[config.mk]
export PLATFORM = sky130hd
export DESIGN_NAME = i2s_driver_flat
export DESIGN_NICKNAME = d
export VERILOG_FILES = /design/src/rtl/i2s_pkg.sv /design/src/rtl/i2s_if.sv /design/src/rtl/i2s_clkgen.sv /design/src/rtl/i2s_driver.sv /design/src/flat_wrapper.sv
export SDC_FILE = /design/constraint.sdc
export NUM_CORES = 1
export LEC_CHECK = 0
export CAP_MARGIN = 20
export CORE_MARGIN = 2
export CORE_UTILIZATION = 58
export DETAILED_ROUTE_END_ITERATION = 16
export PLACE_DENSITY = 0.85
export SYNTH_ARGS = -nofsm -noshare
export SYNTH_HDL_FRONTEND = slang
export SYNTH_SLANG_ARGS = --single-unit
[constraint.sdc]
create_clock -name clk -period 9.95 [get_ports clk]
set_input_delay 1.99 -clock clk [delete_from_list [all_inputs] [get_ports clk]]
set_output_delay 1.99 -clock clk [all_outputs]
set_load 0.02 [all_outputs]
[src/rtl/i2s_pkg.sv]
// i2s_pkg: shared I2S frame constants, sample types and slot-position helpers
package i2s_pkg;
    localparam int FRAME_BITS = 64;
    localparam int SLOT_BITS  = 32;
    localparam int MAX_WIDTH  = SLOT_BITS - 1;

    typedef logic [MAX_WIDTH-1:0] sample_t;

    typedef struct packed {
        sample_t left;
        sample_t right;
    } sample_pair_t;

    function automatic logic [4:0] slot_pos(logic [5:0] b);
        return 5'(b % 6'(SLOT_BITS));
    endfunction

    // slot position 0 is the I2S one-bit delay; data occupies positions 1..width
    function automatic logic in_sample(logic [4:0] p, int width);
        return p != 5'd0 && int'(p) <= width;
    endfunction
endpackage

[src/rtl/i2s_if.sv]
// i2s_if: I2S serial pins plus parallel sample ports of the driver
interface i2s_if #(
    parameter int DATA_WIDTH = 16
);
    logic                  mclk_o;
    logic                  bclk_o;
    logic                  lrclk_o;
    logic                  sdata_o;
    logic                  sdata_i;
    logic [DATA_WIDTH-1:0] tx_left;
    logic [DATA_WIDTH-1:0] tx_right;
    logic                  sample_tick;
    logic [DATA_WIDTH-1:0] rx_left;
    logic [DATA_WIDTH-1:0] rx_right;
    logic                  rx_valid;

    modport master (
        output mclk_o, bclk_o, lrclk_o, sdata_o, sample_tick, rx_left, rx_right, rx_valid,
        input  sdata_i, tx_left, tx_right
    );

    modport slave (
        input  mclk_o, bclk_o, lrclk_o, sdata_o, sample_tick, rx_left, rx_right, rx_valid,
        output sdata_i, tx_left, tx_right
    );
endinterface

[src/rtl/i2s_clkgen.sv]
// i2s_clkgen: free-running mclk/bclk/lrclk generation with bclk edge strobes
module i2s_clkgen
    import i2s_pkg::*;
#(
    parameter int BCLK_HALF = 4
) (
    input  logic       clk,
    input  logic       rst,
    output logic       mclk,
    output logic       bclk,
    output logic       lrclk,
    output logic       fall,
    output logic       rise,
    output logic       wrap,
    output logic [5:0] bit_cnt,
    output logic [5:0] bit_nxt
);
    localparam int DIV_W = $clog2(2 * BCLK_HALF);
    localparam logic [DIV_W-1:0] DIV_TOP = DIV_W'(2 * BCLK_HALF - 1);
    localparam logic [DIV_W-1:0] RISE_AT = DIV_W'(BCLK_HALF - 1);

    logic [DIV_W-1:0] div_cnt, div_nxt;

    // strobes flag the clk edge on which bclk is about to fall or rise
    always_comb begin
        fall    = div_cnt == DIV_TOP;
        rise    = div_cnt == RISE_AT;
        div_nxt = fall ? '0 : div_cnt + 1'b1;
        bit_nxt = fall ? bit_cnt + 6'd1 : bit_cnt;
        wrap    = fall && bit_cnt == 6'(FRAME_BITS - 1);
    end

    always_ff @(posedge clk or posedge rst)
        if (rst) begin
            div_cnt <= '0;
            bit_cnt <= '0;
            bclk    <= 1'b0;
            mclk    <= 1'b0;
        end else begin
            div_cnt <= div_nxt;
            bit_cnt <= bit_nxt;
            bclk    <= div_nxt >= DIV_W'(BCLK_HALF);
            mclk    <= ~mclk;
        end

    assign lrclk = bit_cnt[5];
endmodule

[src/rtl/i2s_driver.sv]
// i2s_driver: I2S master serialising tx sample pairs and deserialising rx pairs per 64-bit frame
module i2s_driver
    import i2s_pkg::*;
#(
    parameter int DATA_WIDTH = 16,
    parameter int BCLK_HALF  = 4
) (
    input logic   clk,
    input logic   rst,
    i2s_if.master bus
);
    logic                  mclk, bclk, lrclk;
    logic                  fall, rise, wrap;
    logic [5:0]            bit_cnt, bit_nxt;
    logic                  tx_on, rx_on, tx_bit;
    logic                  sdata, tick;
    logic [DATA_WIDTH-1:0] rx_left, rx_right;
    sample_pair_t          sh, cap;

    i2s_clkgen #(.BCLK_HALF(BCLK_HALF)) u_clkgen (
        .clk     (clk),
        .rst     (rst),
        .mclk    (mclk),
        .bclk    (bclk),
        .lrclk   (lrclk),
        .fall    (fall),
        .rise    (rise),
        .wrap    (wrap),
        .bit_cnt (bit_cnt),
        .bit_nxt (bit_nxt)
    );

    // tx looks at the bit about to start; rx samples the bit currently on the line
    always_comb begin
        tx_on  = in_sample(slot_pos(bit_nxt), DATA_WIDTH);
        rx_on  = rise && in_sample(slot_pos(bit_cnt), DATA_WIDTH);
        tx_bit = tx_on && (bit_nxt[5] ? sh.right[DATA_WIDTH-1] : sh.left[DATA_WIDTH-1]);
    end

    always_ff @(posedge clk or posedge rst)
        if (rst) begin
            sh       <= '0;
            cap      <= '0;
            sdata    <= 1'b0;
            tick     <= 1'b0;
            rx_left  <= '0;
            rx_right <= '0;
        end else begin
            tick <= wrap;
            if (fall)
                sdata <= tx_bit;
            if (wrap) begin
                sh.left  <= sample_t'(bus.tx_left);
                sh.right <= sample_t'(bus.tx_right);
                rx_left  <= cap.left[DATA_WIDTH-1:0];
                rx_right <= cap.right[DATA_WIDTH-1:0];
            end else if (fall && tx_on) begin
                if (bit_nxt[5])
                    sh.right <= sh.right << 1;
                else
                    sh.left <= sh.left << 1;
            end
            if (rx_on && bit_cnt[5])
                cap.right <= (cap.right << 1) | sample_t'(bus.sdata_i);
            if (rx_on && !bit_cnt[5])
                cap.left <= (cap.left << 1) | sample_t'(bus.sdata_i);
        end

    assign bus.mclk_o      = mclk;
    assign bus.bclk_o      = bclk;
    assign bus.lrclk_o     = lrclk;
    assign bus.sdata_o     = sdata;
    assign bus.sample_tick = tick;
    assign bus.rx_valid    = tick;
    assign bus.rx_left     = rx_left;
    assign bus.rx_right    = rx_right;
endmodule

[src/flat_wrapper.sv]
// flat-port wrapper written by rule: the top's interface ports become plain ports
module i2s_driver_flat import i2s_pkg::*;
#(
    parameter int DATA_WIDTH = 16,
    parameter int BCLK_HALF  = 4
)
  (clk, rst, bus_mclk_o, bus_bclk_o, bus_lrclk_o, bus_sdata_o, bus_sample_tick, bus_rx_left, bus_rx_right, bus_rx_valid, bus_sdata_i, bus_tx_left, bus_tx_right);
  i2s_if #(.DATA_WIDTH(DATA_WIDTH)) bus_i ();
  input logic clk;
  input logic rst;
  output wire logic [$bits(bus_i.mclk_o)-1:0] bus_mclk_o;
  output wire logic [$bits(bus_i.bclk_o)-1:0] bus_bclk_o;
  output wire logic [$bits(bus_i.lrclk_o)-1:0] bus_lrclk_o;
  output wire logic [$bits(bus_i.sdata_o)-1:0] bus_sdata_o;
  output wire logic [$bits(bus_i.sample_tick)-1:0] bus_sample_tick;
  output wire logic [$bits(bus_i.rx_left)-1:0] bus_rx_left;
  output wire logic [$bits(bus_i.rx_right)-1:0] bus_rx_right;
  output wire logic [$bits(bus_i.rx_valid)-1:0] bus_rx_valid;
  input wire logic [$bits(bus_i.sdata_i)-1:0] bus_sdata_i;
  input wire logic [$bits(bus_i.tx_left)-1:0] bus_tx_left;
  input wire logic [$bits(bus_i.tx_right)-1:0] bus_tx_right;
  assign bus_mclk_o = bus_i.mclk_o;
  assign bus_bclk_o = bus_i.bclk_o;
  assign bus_lrclk_o = bus_i.lrclk_o;
  assign bus_sdata_o = bus_i.sdata_o;
  assign bus_sample_tick = bus_i.sample_tick;
  assign bus_rx_left = bus_i.rx_left;
  assign bus_rx_right = bus_i.rx_right;
  assign bus_rx_valid = bus_i.rx_valid;
  assign bus_i.sdata_i = bus_sdata_i;
  assign bus_i.tx_left = bus_tx_left;
  assign bus_i.tx_right = bus_tx_right;
  i2s_driver #(.DATA_WIDTH(DATA_WIDTH), .BCLK_HALF(BCLK_HALF)) u_core (.clk(clk), .rst(rst), .bus(bus_i));
endmodule
==> results of run 1 <==
## stage by stage
stage	util	std cells
floorplan	-	444
global placement	0.7016	586
detailed placement	0.7016	586
CTS	0.7253	602
global route	0.7253	602
finish	0.7253	602
## path summary, 6_finish.rpt
path | start | end | slack [ps] | depth (start not counted)
hold reg to reg | u_core.u_clkgen.mclk | u_core.u_clkgen.mclk | 420 | 1
max in group asynchronous | rst | u_core.u_clkgen.div_cnt[0] | 6750 | 3
hold / removal | u_core.u_clkgen.mclk | u_core.u_clkgen.mclk | 420 | 1
setup / recovery | u_core.u_clkgen.bit_cnt[5] | bus_lrclk_o | 6510 | 1
setup reg to reg | u_core.u_clkgen.div_cnt[0] | u_core.sh[45] | 6650 | 7
min in group asynchronous | rst | u_core.sh[11] | 1950 | 2
## layer usage
layer | routed length (um) | track usage | vias up | part of all wire
met5 | 0 | 0 | - | 0
met1 | 4193 | 0.3112 | 1657 | 0.44
met3 | 533 | 0.06784 | 10 | 0.056
met4 | 102 | 0.06884 | 0 | 0.011
li1 | - | - | 1666 | -
met2 | 4662 | 0.3679 | 79 | 0.49
## sequential cells by signal (all words and copies together) (netlist names)
signal	cells
u_core.bus.sdata_o	1
u_core.u_clkgen.mclk	1
u_core.cap	32
u_core.u_clkgen.div_cnt	2
u_core.bus.rx_valid	1
u_core.u_clkgen.bit_cnt	6
u_core.bus.rx_right	16
u_core.sh	32
u_core.bus.rx_left	16
u_core.u_clkgen.bclk	1
## synthesized netlist by cell type
| master | number | area, um^2 |
|---|---|---|
| a31oi_1 | 30 | 187.7 |
| nand4_2 | 1 | 12.51 |
| or3_1 | 1 | 6.260 |
| mux2i_1 | 1 | 10.01 |
| buf_1 | 4 | 15.01 |
| mux2_2 | 32 | 360.4 |
| o21ai_0 | 3 | 15.01 |
| buf_4 | 2 | 15.01 |
| xor2_1 | 2 | 17.52 |
| inv_1 | 8 | 30.03 |
| nor4_1 | 1 | 6.260 |
| nand4_1 | 2 | 12.51 |
| nand3_1 | 2 | 10.01 |
| buf_2 | 7 | 35.03 |
| inv_2 | 1 | 3.750 |
| nor2_1 | 32 | 120.1 |
| clkbuf_1 | 23 | 86.33 |
| nand2_1 | 104 | 390.4 |
| o41ai_1 | 1 | 8.760 |
| or4b_2 | 1 | 10.01 |
| dfrtp_1 | 108 | 2703 |
| nor3_2 | 1 | 10.01 |
| nand3b_1 | 1 | 7.510 |
| a21o_1 | 1 | 7.510 |
| o21a_1 | 1 | 7.510 |
| xnor2_1 | 4 | 35.03 |
| o31ai_1 | 32 | 240.2 |
| o21ai_1 | 1 | 5.000 |
| ha_1 | 5 | 62.56 |
| or4b_1 | 29 | 290.3 |
| a41oi_1 | 1 | 8.760 |
| and3_1 | 1 | 6.260 |
| nor2b_1 | 1 | 6.260 |
## area by class of cell
class	count	area (um^2)	area share
flip-flops and latches	108	2703	0.4772
multi-input cells	291	1861	0.3285
repair buffers	76	750.7	0.1326
clock buffers	11	141.4	0.02497
well taps	102	127.6	0.02254
clock inverters	5	43.79	0.007733
inverters	9	36.28	0.006407
## cells by family after synthesis
logic type	synth area share
mux	0.07810
xor+xnor	0.01108
flops	0.5699
buf+inv	0.03905
fa+ha+maj	0.01319
simple gates	0.1873
compound gates	0.1013
## power groups by stage
stage	registers [uW]	logic (uW)	clock network, uW
finish	449	31.6	250
global route	450	35.3	274
CTS	449	32.6	257
detailed placement	457	32.4	0
global placement	457	31.6	0
floorplan	457	14.1	0
==> results.py, run 1 <==
metrics = {
    "timing": {
        "setup_viol": 0,
        "fin_crit_sh": 0.3455,
        "skew_ps": 11.63,
        "tightest_slew_ps": 1019,
        "fin_crit_ps": 3437,
        "fin_tns_setup_ps": 0,
        "finalHoldViolCount": 0,
        "layout_setup_ws_ps": 6513,
        "whs_ps": 423.3,
        "slew_headroom": 0.3185,
        "final-max-slew-violation-count": 0,
        "rsz0062_at_grt": "no",
        "fmax_mhz": 290.9,
    },
    "clock_network": {
        "clock_path_buffers": 2,
        "htree_levels": 3,
        "postCtsSetupRepairBufs": 0,
        "insertion_delay_ps": 370,
        "cts_hold_buffers": 0,
        "clock-sinks": 108,
        "cts_buffers": 9,
        "cts_resized": 0,
        "cts-root-buf": "clkbuf_8",
        "clk_pin_slew_ps": 90,
        "cts_tree": "yes",
    },
    "worst_setup_path": {
        "cp.buffers_inverters": 1,
        "path_max_fanout": 6,
        "crit_required_ps": 7960,
        "critPathLaunchType": "flop",
        "worstPathArrival_ps": 1450,
        "cp_slowest_cell": "clkdlybuf4s50_1",
        "cp_cell_sequence": "clkdlybuf4s50_1",
        "max_stage_delay_ps": 640,
        "critPathKind": "reg -> out",
        "critPathTopFamily": "buffers and inverters",
        "end_kind": "output pin",
    },
    "placed_design": {
        "dpl-instance-area_mm2": 0.005478,
        "gp_congestion": 0.7677,
        "place_ws_ps": 6248,
        "numPortBuffers": 72,
        "dp_hpwl_um": 5939,
    },
    "layout": {
        "final_common_cell": "dfrtp_1",
        "fillers": 555,
        "area_growth_pct": 19.42,
        "nets": 535,
        "antenna_cells": 0,
        "final_area_mm2": 0.005663,
        "layout_common_cells": "dfrtp_1 (108), nand2_1 (104), clkdlybuf4s50_1 (72)",
        "final_layout_size_suffix_gt1_frac": 0.1120,
    },
    "routing": {
        "drc": 0,
        "dr.pass1.iters": 4,
        "vias": 3412,
        "wl_per_cell_um": 15.77,
        "drtIter0Drc": 229,
        "routed_wl_um": 9491,
        "routed_via_density": 5.668,
        "ant_nets": 0,
    },
    "yosys": {
        "syn_avg_cell_area_um2": 10.68,
        "syn_area_mm2": 0.004742,
        "ys_types": 33,
        "synth_cells": 444,
        "yosysSeqAreaShare": 0.5699,
        "yosys_warnings": 0,
        "ys_ff_latch": 108,
        "syn-num-nets": 484,
    },
    "power_and_ir_drop": {
        "clkPwrFrac": 0.342,
        "seqPwrFrac": 0.615,
        "total_power_uw": 730.2,
        "swShare": 0.2274,
        "switching_power_uw": 166.0,
        "p_int_uw": 564.1,
        "powerDensity_mw_per_mm2": 128.9,
        "peakVddDrop_mv": 0.08270,
        "combinationalPowerShare": 0.043,
        "leakage_uw": 0.002598,
    },
    "global_route": {
        "grt_max_degree": 93,
        "track_usage": 0.2309,
        "grt_pass1_vias": 3381,
        "globalRoute.totalOverflow": 0,
        "grt_pass1_wl_um": 16010,
        "antenna_found_initial": 0,
    },
    "floorplanning": {
        "die_height_um": 94.42,
        "initial_core_util": 0.6074,
        "ios": 73,
        "row_count": 32,
        "fp.coreArea_mm2": 0.007807,
        "die_w_um": 94.42,
        "die_area_mm2": 0.008915,
    },
    "min_path": {
        "min_path_type": "reg -> reg",
    },
    "outcome": {
        "outcome": "finished, final reports clean",
    },
    "flow_run": {
        "cap_violations": 0,
    },
}
No activity file was read; power rests on OpenSTA's default activity.
==> run 2, diff against run 1 <==
--- a/config.mk
+++ b/config.mk
@@ -7,9 +7,9 @@
 export LEC_CHECK = 0
 export CAP_MARGIN = 20
 export CORE_MARGIN = 2
-export CORE_UTILIZATION = 58
+export CORE_UTILIZATION = 54
 export DETAILED_ROUTE_END_ITERATION = 16
-export PLACE_DENSITY = 0.85
+export PLACE_DENSITY = 0.8
 export SYNTH_ARGS = -nofsm -noshare
 export SYNTH_HDL_FRONTEND = slang
 export SYNTH_SLANG_ARGS = --single-unit
==> constraint.sdc (replaced) <==
create_clock -name clk -period 3.3 [get_ports clk]
set_input_delay 0.66 -clock clk [delete_from_list [all_inputs] [get_ports clk]]
set_output_delay 0.66 -clock clk [all_outputs]
set_load 0.02 [all_outputs]
==> run 2 against run 1 <==
  * Final cell count up 1.3%
  * Power increased to 3.1 times the previous value
  * Sequential power rose to 3.0 times the previous value
  * Clock skew down 0.91 ps
  * Global-route usage fell by 3.0 points
  * Sequential cell count did not move
  * Clock-buffer cell count is the same
  * Final area is 1.6% higher
  * Wire length down 4.0%
  * Register-to-register slack got worse by 6300 ps
  * Die area increased by 7.1%
  * Combinational power rose to 3.1 times the previous value
  * Highest routed layer unchanged
==> results.py, run 2 (synthesis gave the netlist of run 1 again) <==
metrics = {
    "outcome": {
        "outcome": "finished, final reports clean",
    },
    "min_path": {
        "whs_endpoint": "u_core.u_clkgen.mclk",
        "hold_start": "u_core.u_clkgen.mclk",
        "whs_path_depth": 1,
        "min_path_type": "reg -> reg",
    },
    "timing": {
        "setup_viol": 0,
        "slew_headroom": 0.4245,
        "fmax_mhz": 334.1,
        "rsz0062_at_grt": "no",
        "fin_tns_setup_ps": 0,
        "fin_crit_ps": 2993,
        "tightest_slew_ps": 860.6,
        "layout_setup_ws_ps": 307.3,
        "skew_ps": 10.73,
        "final-max-slew-violation-count": 0,
        "fin_crit_sh": 0.9069,
        "finalHoldViolCount": 0,
    },
    "placed_design": {
        "numPortBuffers": 72,
        "place_ws_ps": 332.5,
        "dp_hpwl_um": 5870,
        "gp_congestion": 0.8083,
    },
    "routing": {
        "dr.pass1.iters": 4,
        "drc": 0,
        "routed_via_density": 5.607,
        "wl_per_cell_um": 14.94,
        "vias": 3420,
        "ant_nets": 0,
        "drtIter0Drc": 251,
        "routed_wl_um": 9114,
    },
    "clock_network": {
        "clock_path_buffers": 2,
        "insertion_delay_ps": 360,
        "cts_resized": 0,
        "cts_tree": "yes",
        "cts_hold_buffers": 0,
        "clock-sinks": 108,
        "cts_buffers": 9,
        "htree_levels": 3,
        "clk_pin_slew_ps": 100,
        "postCtsSetupRepairBufs": 0,
        "cts-root-buf": "clkbuf_8",
    },
    "floorplanning": {
        "fp.coreArea_mm2": 0.008636,
        "initial_core_util": 0.5491,
        "row_count": 34,
        "die_w_um": 97.71,
        "die_height_um": 97.71,
        "ios": 73,
        "die_area_mm2": 0.009547,
    },
    "worst_setup_path": {
        "path_max_fanout": 38,
        "r2r-end": "u_core.sh[33]",
        "worstPathArrival_ps": 3220,
        "cp_cell_sequence": "ha_1, ha_1, nor4_1, a41oi_1, nor3_4, buf_4, or4b_1, a31oi_1",
        "rrSetupSlack_ps": 310,
        "critPathKind": "reg -> reg",
        "critPathLaunchType": "flop",
        "cp_slowest_cell": "nor3_4",
        "end_kind": "flop",
        "cp.buffers_inverters": 1,
        "critPathTopFamily": "simple AND/OR/NAND/NOR gates",
        "reg2reg_from": "u_core.u_clkgen.div_cnt[0]",
        "crit_required_ps": 3520,
        "reg2reg_depth": 8,
        "crit_top_cell": "ha_1",
        "max_stage_delay_ps": 740,
    },
    "global_route": {
        "grt_max_degree": 93,
        "grt_pass1_wl_um": 15880,
        "antenna_found_initial": 0,
        "globalRoute.totalOverflow": 0,
        "track_usage": 0.2012,
        "grt_pass1_vias": 3406,
    },
    "layout": {
        "nets": 538,
        "reg_top3": "u_core.cap: 32 flops, u_core.sh: 32 flops",
        "final_layout_size_suffix_gt1_frac": 0.1175,
        "final_common_cell": "dfrtp_1",
        "area_growth_pct": 21.35,
        "utilization": 0.6663,
        "layout_common_cells": "dfrtp_1 (108), nand2_1 (104), clkdlybuf4s50_1 (72)",
        "antenna_cells": 0,
    },
    "power_and_ir_drop": {
        "leakage_uw": 0.002640,
        "peakVddDrop_mv": 0.2068,
        "powerDensity_mw_per_mm2": 396.7,
    },
    "flow_run": {
        "cap_violations": 0,
    },
}
==> run 2: changes by cell type in the layout (fill, tap and decap cells not counted), sizes merged <==
cell	change
clkinvlp	-1
bufinv	+1
inv	-1
buf	+3
==> run 2: worst max-delay path by stage <==
stage / from / endpoint / slack, ps / cells after the start
6_report: u_core.u_clkgen.div_cnt[0] / u_core.sh[33] / 310 / 8
5_1_grt: u_core.u_clkgen.div_cnt[0] / u_core.sh[15] / 10 / 8
2_1_floorplan: u_core.u_clkgen.div_cnt[0] / u_core.sh[45] / 1000 / 9
3_3_place_gp: u_core.u_clkgen.div_cnt[0] / u_core.sh[10] / 480 / 8
4_1_cts: u_core.u_clkgen.div_cnt[0] / u_core.sh[5] / 310 / 8
3_5_place_dp: u_core.u_clkgen.div_cnt[0] / u_core.sh[33] / 330 / 8
==> run 2: worst reg2reg max path, stage by stage (launching register included) <==
cell and delay (ps):
dfrtp_1 400, ha_1 220, ha_1 330, nor4_1 280
a41oi_1 130, nor3_4 740, buf_4 470, or4b_1 200
a31oi_1 90
==> run 2: final cells by class <==
type	count	area, um^2
fill	665	2882
multi-input combinational	291	1861
timing repair buffer	79	810.8
sequential	108	2703
tap	108	135.1
clock inverter	4	56.30
inverter	9	37.54
clock buffer	11	151.4
==> run 2: per-layer routing <==
| metal | wire [um] | track usage | vias to the layer above |
|---|---|---|---|
| li1 | - | - | 1674 |
| met1 | 4310 | 0.2920 | 1664 |
| met2 | 4303 | 0.3135 | 76 |
| met3 | 439 | 0.04532 | 6 |
| met4 | 60 | 0.04915 | 0 |
| met5 | 0 | 0 | - |
==> run 2: report_power, final <==
group | internal (uW) | switching [uW] | total, uW
registers | 1340 | 11.4 | 1350
clock network | 396 | 435 | 831
logic | 56.2 | 41.9 | 98.1
total | 1790 | 488 | 2280
==> run 2: stage by stage <==
step / total power, uW / hold slack [ps] / instances / instance area (um^2)
3_5_place_dp: 1479 / 416.7 / 595 / 5547
5_1_grt: 2372 / 448.2 / 610 / 5754
4_1_cts: 2304 / 432.1 / 610 / 5754
6_report: 2282 / 428.0 / 610 / 5754
3_3_place_gp: 1476 / 405.8 / 595 / 5547
2_1_floorplan: 1419 / 403.1 / 444 / 4746
==> run 3, diff against run 2 <==
--- a/config.mk
+++ b/config.mk
@@ -10,6 +10,7 @@
 export CORE_UTILIZATION = 54
 export DETAILED_ROUTE_END_ITERATION = 16
 export PLACE_DENSITY = 0.8
+export SLEW_MARGIN = 20
 export SYNTH_ARGS = -nofsm -noshare
 export SYNTH_HDL_FRONTEND = slang
 export SYNTH_SLANG_ARGS = --single-unit
==> constraint.sdc (replaced) <==
create_clock -name clk -period 2.85 [get_ports clk]
set_input_delay 0.57 -clock clk [delete_from_list [all_inputs] [get_ports clk]]
set_output_delay 0.57 -clock clk [all_outputs]
set_load 0.02 [all_outputs]
==> run 3 against run 2 <==
  * Utilization increased by 0.71 points
  * Sequential power increased by 16%
  * Combinational power increased by 15%
  * Via count increased by 0.79%
  * Power increased by 16%
  * Clock skew increased by 8.9 ps
  * Global-route usage about the same
  * Sequential cell count unchanged
  * Maximum frequency increased by 12%
  * Largest cell class unchanged
  * Largest power group unchanged
==> results.py, run 3 (synthesis gave the netlist of run 1 again) <==
metrics = {
    "worst_setup_path": {
        "path_max_fanout": 41,
        "crit_top_cell": "ha_1",
        "critPathKind": "reg -> reg",
        "reg2reg_from": "u_core.u_clkgen.div_cnt[0]",
        "crit_required_ps": 3130,
        "cp_slowest_cell": "or4b_1",
        "max_stage_delay_ps": 530,
        "reg2reg_depth": 9,
        "critPathLaunchType": "flop",
        "end_kind": "flop",
        "r2r-end": "u_core.sh[15]",
        "rrSetupSlack_ps": 190,
        "cp_cell_sequence": "ha_1, ha_1, buf_4, nand4_1, xnor2_2, nor3_4, buf_12, or4b_1, a31oi_1",
        "worstPathArrival_ps": 2940,
    },
    "floorplanning": {
        "die_w_um": 97.71,
        "initial_core_util": 0.5491,
        "die_height_um": 97.71,
        "die_area_mm2": 0.009547,
        "fp.coreArea_mm2": 0.008636,
        "row_count": 34,
        "ios": 73,
    },
    "placed_design": {
        "dp_cells": 599,
        "dp_hpwl_um": 6119,
        "gp_congestion": 0.7894,
        "numPortBuffers": 72,
        "place_ws_ps": 152.2,
    },
    "clock_network": {
        "clock_path_buffers": 2,
        "clock-sinks": 108,
        "insertion_delay_ps": 370,
        "cts_buffers": 9,
        "clk_pin_slew_ps": 100,
        "cts-root-buf": "clkbuf_8",
        "cts_tree": "yes",
        "htree_levels": 3,
    },
    "routing": {
        "ant_nets": 0,
        "drc": 0,
        "routed_wl_um": 9318,
        "routed_via_density": 5.587,
        "drtIter0Drc": 163,
        "dr.pass1.iters": 5,
        "vias": 3447,
        "wl_per_cell_um": 15.10,
    },
    "global_route": {
        "grt_max_degree": 94,
        "antenna_found_initial": 0,
        "grt_pass1_vias": 3403,
        "track_usage": 0.2015,
        "globalRoute.totalOverflow": 0,
        "grt_pass1_wl_um": 15820,
    },
    "layout": {
        "multi_input_area_mm2": 0.001898,
        "layout_common_cells": "dfrtp_1 (108), nand2_1 (104), clkdlybuf4s50_1 (72)",
        "reg_top3": "u_core.cap: 32 flops, u_core.sh: 32 flops",
        "area_growth_pct": 22.64,
        "final_cells": 617,
        "nets": 544,
        "final_layout_size_suffix_gt1_frac": 0.1375,
        "utilization": 0.6734,
        "antenna_cells": 0,
        "fillers": 662,
        "final_common_cell": "dfrtp_1",
        "ff_latch_area_mm2": 0.002703,
    },
    "timing": {
        "skew_ps": 19.59,
        "fmax_mhz": 375.9,
        "slew_headroom": 0.4776,
        "final-max-slew-violation-count": 0,
        "tightest_slew_ps": 781.2,
        "setup_viol": 0,
        "layout_setup_ws_ps": 189.6,
        "fin_crit_sh": 0.9335,
        "fin_tns_setup_ps": 0,
        "finalHoldViolCount": 0,
        "fin_crit_ps": 2660,
        "rsz0062_at_grt": "no",
    },
    "power_and_ir_drop": {
        "peakVddDrop_mv": 0.2878,
        "leakage_uw": 0.002685,
        "total_power_uw": 2647,
        "powerDensity_mw_per_mm2": 455.1,
    },
    "outcome": {
        "outcome": "finished, final reports clean",
    },
    "min_path": {
        "whs_path_depth": 1,
        "hold_start": "u_core.u_clkgen.mclk",
        "whs_endpoint": "u_core.u_clkgen.mclk",
        "min_path_type": "reg -> reg",
    },
    "flow_run": {
        "cap_violations": 0,
    },
}
## run 3: cell types whose count changed in the layout (fill, tap and decap cells not counted), sizes merged
cell    change
buf         +5
inv         +1
clkbuf      -1
o21a        +1
clkinv      +1
## run 3: what timing repair did
item                       4_1_cts  5_1_grt
hold buffers                     0        0
gates resized for setup          0        6
setup buffers                    0        1
setup endpoints to repair        0       22
hold endpoints to repair         0        0
## run 3: layout make-up
class,count,area share
flip-flops and latches,108,0.4647
multi-input cells,292,0.3264
repair buffers,84,0.1437
clock buffers,10,0.02367
well taps,108,0.02324
clock inverters,6,0.01183
inverters,9,0.006454
## run 3: worst max-delay path by stage
stage | from | slack, ps | cells after the start | endpoint
after floorplan | u_core.u_clkgen.div_cnt[0] | 550 | 9 | u_core.sh[45]
after global placement | u_core.u_clkgen.div_cnt[0] | 290 | 8 | u_core.sh[6]
after detailed placement | u_core.u_clkgen.div_cnt[0] | 150 | 9 | u_core.sh[3]
after CTS | u_core.u_clkgen.div_cnt[0] | 60 | 9 | u_core.sh[15]
after global routing | u_core.u_clkgen.div_cnt[0] | 20 | 9 | u_core.sh[15]
final | u_core.u_clkgen.div_cnt[0] | 190 | 9 | u_core.sh[15]
## run 3: power breakdown
part | total, uW | internal [uW] | switching, uW | leakage [uW]
sequential | 1570 | 1550 | 13.7 | 0.00141
combinational | 113 | 64.2 | 48.5 | 0.00117
clock | 966 | 440 | 526 | 0.000109
total | 2650 | 2060 | 588 | 0.00268
## run 3: through the flow
stage          hold WS [ps]  area, um^2
2_1_floorplan         403.1        4746
3_3_place_gp          408.1        5564
3_5_place_dp          413.1        5564
4_1_cts               421.3        5771
5_1_grt               454.9        5816
6_report              417.5        5816
## run 3: critical path: cells and delay by family (launching register included)
kind,cells,cell delay (ps)
XOR/XNOR,1,310
adder cells (fa/ha/maj),2,460
buffers and inverters,2,400
AO/OA/AOI/OAI,1,200
AND/OR/NAND/NOR,3,810
flip-flops,1,380
## run 3: per-layer routing
metal | wire (um) | track usage
met2 | 4276 | 0.3034
met5 | 0 | 0
met1 | 4521 | 0.2953
met4 | 74 | 0.05769
met3 | 447 | 0.04892
